===== config.mk =====
export PLATFORM = sky130hd
export DESIGN_NAME = program_loader
export DESIGN_NICKNAME = d
export VERILOG_FILES = /design/src/rtl/program_loader.sv
export SDC_FILE = /design/constraint.sdc
export NUM_CORES = 1
export LEC_CHECK = 0
export CORE_MARGIN = 3
export CORE_UTILIZATION = 47
export DETAILED_ROUTE_END_ITERATION = 10
export PLACE_DENSITY = 0.77
export RECOVER_POWER = 100
export SYNTH_ARGS = -nofsm -noshare
export SYNTH_HDL_FRONTEND = slang
export SYNTH_SLANG_ARGS = --single-unit
export TNS_END_PERCENT = 5

===== constraint.sdc =====
create_clock -name i_clock -period 1.47 [get_ports i_clock]
set_input_delay 0.294 -clock i_clock [delete_from_list [all_inputs] [get_ports i_clock]]
set_output_delay 0.294 -clock i_clock [all_outputs]
set_load 0.05 [all_outputs]

===== src/rtl/program_loader.sv =====
// program_loader
// Receives the program as a UART byte stream and forwards each byte to the
// instruction memory's byte-write port. Bytes are grouped into big-endian
// 32-bit words so the HALT instruction can end the load. A PC clear is pulsed
// when a load starts. Completion (HALT seen) and overflow (memory filled
// without HALT) are reported as levels to the debug unit. Outside LOAD the
// write enable stays low so the fetch stage owns the memory.

module program_loader #(
    parameter int                NB_DATA                = 32,
    parameter int                NB_BYTE                = 8,
    parameter int                NB_INSTRUCTION_ADDRESS = 7,
    parameter logic [NB_DATA-1:0] HALT_INSTRUCTION      = 32'hFFFFFFFF
) (
    input  logic                              i_clock,
    input  logic                              i_reset,
    input  logic                              i_start_load,
    input  logic [NB_BYTE-1:0]                i_rx_data,
    input  logic                              i_rx_valid,
    output logic [NB_BYTE-1:0]                o_load_program_byte,
    output logic                              o_load_program_write_enable,
    output logic                              o_pc_reset,
    output logic                              o_loading,
    output logic                              o_load_done,
    output logic                              o_load_error,
    output logic [NB_INSTRUCTION_ADDRESS-2:0] o_instruction_count
);

    // ------------------------------------------------------------------
    // Derived constants
    // ------------------------------------------------------------------
    localparam int BYTES_PER_WORD = NB_DATA / NB_BYTE;
    localparam int NB_BYTE_SEL    = $clog2(BYTES_PER_WORD);
    // Only the three most recent bytes need to be kept: the fourth one is
    // the incoming byte itself when the word is checked against HALT.
    localparam int NB_WORD_HISTORY = NB_DATA - NB_BYTE;

    localparam logic [NB_INSTRUCTION_ADDRESS-1:0] LAST_ADDRESS =
        {NB_INSTRUCTION_ADDRESS{1'b1}};
    localparam logic [NB_BYTE_SEL-1:0] LAST_BYTE_OF_WORD =
        NB_BYTE_SEL'(BYTES_PER_WORD - 1);

    // ------------------------------------------------------------------
    // FSM encoding
    // ------------------------------------------------------------------
    localparam logic [1:0] STATE_IDLE  = 2'd0;
    localparam logic [1:0] STATE_LOAD  = 2'd1;
    localparam logic [1:0] STATE_DONE  = 2'd2;
    localparam logic [1:0] STATE_ERROR = 2'd3;

    logic [1:0] state;
    logic [1:0] next_state;

    // ------------------------------------------------------------------
    // Datapath registers
    // ------------------------------------------------------------------
    logic [NB_INSTRUCTION_ADDRESS-1:0] byte_count;
    logic [NB_WORD_HISTORY-1:0]        word_history;
    logic [NB_DATA-1:0]                assembled_word;

    // ------------------------------------------------------------------
    // Decoded events
    // ------------------------------------------------------------------
    logic start_accepted;
    logic byte_accepted;
    logic word_complete;
    logic halt_detected;
    logic last_address_reached;

    // A start request is honoured from every state except LOAD.
    assign start_accepted = i_start_load && (state != STATE_LOAD);

    // Bytes only matter while loading; IDLE/DONE/ERROR drop them.
    assign byte_accepted = i_rx_valid && (state == STATE_LOAD);

    // The fourth byte of each group closes a word.
    assign word_complete = byte_accepted &&
                           (byte_count[NB_BYTE_SEL-1:0] == LAST_BYTE_OF_WORD);

    // Big-endian: earlier bytes are more significant.
    assign assembled_word = {word_history, i_rx_data};

    assign halt_detected = word_complete && (assembled_word == HALT_INSTRUCTION);

    assign last_address_reached = byte_accepted && (byte_count == LAST_ADDRESS);

    // Next-state selection; HALT wins over overflow on the last address.
    always_comb begin
        // NOTE: default assignment first so every path drives next_state and no latch is inferred.
        next_state = state;
        case (state)
            STATE_IDLE: begin
                if (start_accepted) begin
                    next_state = STATE_LOAD;
                end
            end
            STATE_LOAD: begin
                if (halt_detected) begin
                    next_state = STATE_DONE;
                end else if (last_address_reached) begin
                    next_state = STATE_ERROR;
                end
            end
            STATE_DONE, STATE_ERROR: begin
                if (start_accepted) begin
                    next_state = STATE_LOAD;
                end
            end
            default: begin
                next_state = STATE_IDLE;
            end
        endcase
    end

    // State register with synchronous reset.
    always_ff @(posedge i_clock) begin
        // NOTE: state is updated with non-blocking assignments so every register samples pre-edge values.
        if (i_reset) begin
            state <= STATE_IDLE;
        end else begin
            state <= next_state;
        end
    end

    // Byte counter and word history: cleared on start, advanced per accepted byte.
    always_ff @(posedge i_clock) begin
        if (i_reset) begin
            byte_count   <= '0;
            word_history <= '0;
        end else if (start_accepted) begin
            byte_count   <= '0;
            word_history <= '0;
        end else if (byte_accepted) begin
            byte_count   <= byte_count + 1'b1;
            word_history <= assembled_word[NB_WORD_HISTORY-1:0];
        end
    end

    // Completed-word counter, HALT word included.
    always_ff @(posedge i_clock) begin
        if (i_reset) begin
            o_instruction_count <= '0;
        end else if (start_accepted) begin
            o_instruction_count <= '0;
        end else if (word_complete) begin
            o_instruction_count <= o_instruction_count + 1'b1;
        end
    end

    // PC clear is high for exactly the cycle after an accepted start.
    always_ff @(posedge i_clock) begin
        if (i_reset) begin
            o_pc_reset <= 1'b0;
        end else begin
            o_pc_reset <= start_accepted;
        end
    end

    // Registered memory write: strobe one cycle after each accepted byte,
    // the byte itself holds its value between writes.
    always_ff @(posedge i_clock) begin
        if (i_reset) begin
            o_load_program_write_enable <= 1'b0;
            o_load_program_byte         <= '0;
        end else begin
            o_load_program_write_enable <= byte_accepted;
            if (byte_accepted) begin
                o_load_program_byte <= i_rx_data;
            end
        end
    end

    // Status levels decoded straight from the state register.
    assign o_loading    = (state == STATE_LOAD);
    assign o_load_done  = (state == STATE_DONE);
    assign o_load_error = (state == STATE_ERROR);

endmodule


# Word level (Yosys, flattened, before mapping)
# Cells that the tools add are included.
[word_totals] reg_bits=49 word_cells=31 out_inout_bits=19
[op_classes] add_sub_neg=2 n_mux=4 n_eq_ne=9 reduce_logical=9
[op_table] cell="32-bit == test, second input constant" n=1
[op_table] cell="7-bit by 1-bit adder with 7-bit output, second input constant" n=1
[op_table] cell="7-bit == test, second input constant" n=1
[op_table] cell="6-bit by 1-bit adder with 6-bit output, second input constant" n=1
[op_table] cell="2-bit == test, second input constant" n=3
[op_table] cell="2-bit two-way mux" n=3
[op_table] cell="1-bit logical AND" n=5
[op_table] cell="2-bit by 1-bit inequality test with 1-bit output, second input constant" n=2
[op_table] cell="2-bit one-hot mux with 2 select lines" n=1
[op_table] cell="3-bit by 1-bit inequality test with 1-bit output, second input constant" n=1
[op_table] cell="3-bit OR reduction" n=1
[op_table] cell="2-bit by 1-bit == test with 1-bit output, second input constant" n=1
[op_table] cell="2-bit zero test" n=1
[op_table] cell="2-bit AND reduction" n=1
[op_table] cell="2-bit OR reduction" n=1

# Depth between registers and ports, before layout
[logic_depth] ltp_word=6 mapped_depth=7 ltp_nobuf=5

# Least setup slack after synthesis
# No wires, ideal clock.
[synth_path] kind="register to output" from="register state[1]" to="output port o_load_done" stages_incl_launch_ff=2 path_buffers=0 slack_ns=0.090 t_arrival_ns=1.086 cell_sequence="dfxtp_1 nor2b_1"
[synth_between] elab_chain_len=1
[synth_rtl] item="from (decl)" line_no="51" text="logic [1:0] state;"
[synth_rtl] item="from (signal assigned)" line_no="121" text="state <= next_state;"
[synth_rtl] item="2-bit == test" line_no="175" text="assign o_load_done = (state == STATE_DONE);"
[synth_rtl] item="to (decl)" line_no="24" text="output logic o_load_done,"
# No other way between the ends.

# Final worst setup path
# Same ends and word-level chain as after synthesis.

==> results.txt <==
After synthesis, the cell types taking the most area are dfxtp_1, nand2_1, a21oi_1. The type of the most critical hold path is reg -> reg. Dividing the detail-routed wire length by the instance count gives 12.7 um. Synthesis instantiated 30 different standard cells from the library. Dividing total power by cell area gives a power density of 1010 nW/um^2. The final number of max-transition violations came out at 0. The clock sink count came out at 49. The number of antenna violations at the first check in global routing was 0. The total of warnings raised by yosys is 0. The count of boundary I/O pins is 31. The final non-filler cell total came out at 304. STA classifies the critical path startpoint as a register. The clock-pin slew of the registers on the worst-case setup and hold paths is 0.08 ns. The worst hold path passes through 2 cells. The worst-margin pin slew is 0.502 ns. The number of global-route vias before repair is 1541. The die outline width came out at 69.8 um. The final period demand of the worst path is 1.40 ns.

The worst register-to-register path begins at byte_count[0]. The vertical die dimension came out at 69.8 um. After detailed routing, the number of remaining DRC violations is 0. For the worst setup path, the data required time is 1.18 ns.

The core region is 3800 um^2. The floorplan row count is 22. Across the run, the number of max-cap violations was 0. The largest net degree at the start of global routing came out at 38. The initial utilization of the core area, before any placement, comes to 50.3%.

The root buffer cell is clkbuf_8. The worst ir drop on vdd came out at 0.666 mV. The instance count after placement with tap cells included came out at 297. The worst setup path is of the reg -> out kind. Of the post-synthesis cell area, the dominant cell type holds 51.3%.

Setup violations remaining at the end of the flow were counted as 0. The post-detailed-placement half-perimeter wirelength came out at 2.71 mm. Of the available clock period, the critical path in the final layout requires 94.9%. Summed over all layers, the global routing overflow is 0. The antenna diode count is 0. The worst-skew pair later-pin latency is 0.29 ns.

The maximum clock insertion buffer count is 2. The total power after layout came out at 2.35 mW. The total detailed-routing wirelength is 3.86 mm.

The worst hold path begins at word_history[23]. In the routed layout, each cell is associated on average with a via count of 5.34. The CTS buffer count came out at 5. The library cell used most frequently in the layout, excluding fill and tap cells, is nand2_1. The share of cells above drive strength 1 came out at 19.5%. The share of the Yosys chip area taken by registers is 51.3%. The floorplan step defined a die boundary enclosing 4870 um^2. The largest total area in the synthesized netlist belongs to dfxtp_1. The detailed-route via count is 1624. The number of H-tree levels came out at 2.

The number of nets in the layout came out at 270. The worst setup path is captured at an output pin. Before antenna repair, the detailed router went through 4 iterations. The filler cells instantiated in the layout total 326.

Buffers inserted to repair hold after CTS numbered 0. The congestion estimate from routability-driven global placement came to 0.773. The worst reg-to-reg setup slack is 0.11 ns. In this run the remaining antenna-violating nets after routing total 0.

In this run, the number of DRC markers left after iteration 0 of detailed routing was 54. The post-synthesis instance total is 222. Setup repair after global routing could not meet its margin everywhere. The run finished with clean final reports. The average footprint of a synthesized cell is 8.61 um^2. TritonCTS built the clock tree. The post-synthesis to final-layout area growth came out at 21.2%. The netlist area before placement came out at 1910 um^2. The count of cells along the worst register-to-register path is 5. Along the worst path, the maximum fanout reaches 7. In the layout the commonest cells are nand2_1, dfxtp_1, a21oi_1, nor2_1, clkbuf_2. The data arrival time at the worst-slack endpoint is 1.10 ns. The maximum operating frequency came out at 717 MHz. The hold violation total from the final report is 0. The worst slack on hold paths is 0.459 ns.

For this design the static power due to leakage is 0.831 nW. The worst max-slew margin expressed relative to the limit came out at 66.5%. The wire length of the first global-routing pass came out at 6.58 mm. The worst register-to-register path ends at byte_count[6]. The endpoint with the worst hold slack is word_history[23].

The number of buffer cells added on primary ports came out at 30. Across the routed clock network, the largest skew measured is 0.00304 ns. The number of synthesized register bits came out at 49.

The global router's overall resource usage is 16.3%. Counting every net in the synthesized netlist gives 236.
cells in the mapped netlist, drive strengths merged:
cell	count
buf	12
ha	2
a21oi	34
a32oi	1
nor3	2
nor4	2
and3	1
nor2	18
nand4b	1
clkbuf	1
nand2	66
nand2b	2
xnor2	6
nand4	10
and2	2
nor3b	1
nand3	2
dfxtp	49
inv	1
o31ai	1
xor2	5
nor2b	1
and4b	1
nand3b	1
report_power, final:
part	switching, mW	total (mW)	internal, mW
clock network	0.400	0.774	0.374
logic	0.138	0.213	0.0743
registers	0.0166	1.36	1.35
sequential cells by signal, summed over array words and instances, names as in the netlist:
| register | count |
|---|---|
| word_history | 24 |
| o_load_program_byte | 8 |
| byte_count | 7 |
| o_instruction_count | 6 |
| state | 2 |
| o_load_program_write_enable | 1 |
| o_pc_reset | 1 |
final cells by class:
cell class                 count  area (um^2)  share of cell area (%)
inverter                       1         3.75                   0.162
timing repair buffer          40          345                    14.9
sequential                    49          983                    42.4
clock buffer                   7         86.3                    3.73
tap                           48         60.1                    2.59
multi-input combinational    159          838                    36.2
through the flow:
step	utilization, %	setup TNS [ns]	area [um^2]	setup slack, ns
floorplan	-	0	1910	0.0904
global placement	65.1	-3.92	2470	-0.219
detailed placement	65.1	-5.41	2470	-0.242
CTS	67.3	0	2560	0.0622
global route	61.0	-0.00738	2320	-0.00738
finish	61.0	0	2320	0.0745
worst max-delay path, cell delays in order (launching register included):
cell,delay [ns]
dfxtp_1,0.40
nor2b_1,0.24
buf_12,0.17
timing repair:
item / 4_1_cts / 5_1_grt
endpoints found under the setup margin: 0 / 5
buffers inserted: 0 / 0
gates resized for setup: 0 / 3
worst max path at each step:
stage / depth (start not counted) / slack [ns] / endpoint / startpoint
final: 2 / 0.07 / o_load_done / state[1]
after detailed placement: 5 / -0.24 / state[0] / i_rx_data[6]
after global placement: 5 / -0.22 / state[0] / i_rx_data[6]
after CTS: 2 / 0.06 / o_load_done / state[1]
after floorplan: 1 / 0.09 / o_load_done / state[1]
after global routing: 2 / -0.007 / o_load_done / state[1]
kinds of logic after synthesis:
family / share of synthesized area [%]
xor gates and xnor gates: 5.04
AOI/OAI and AO/OA: 11.1
DFF: 51.3
adders and majority gates: 1.31
buffers and inverters: 4.97
and+or+nand+nor: 26.2
per-layer routing:
| layer | global-route usage [%] | share of wire (%) |
|---|---|---|
| met5 | 0 | 0 |
| met4 | 5.53 | 1.6 |
| met3 | 4.64 | 4.8 |
| met2 | 27.1 | 47 |
| met1 | 20.1 | 46 |
Note: power is estimated with default switching activity, not from simulation.
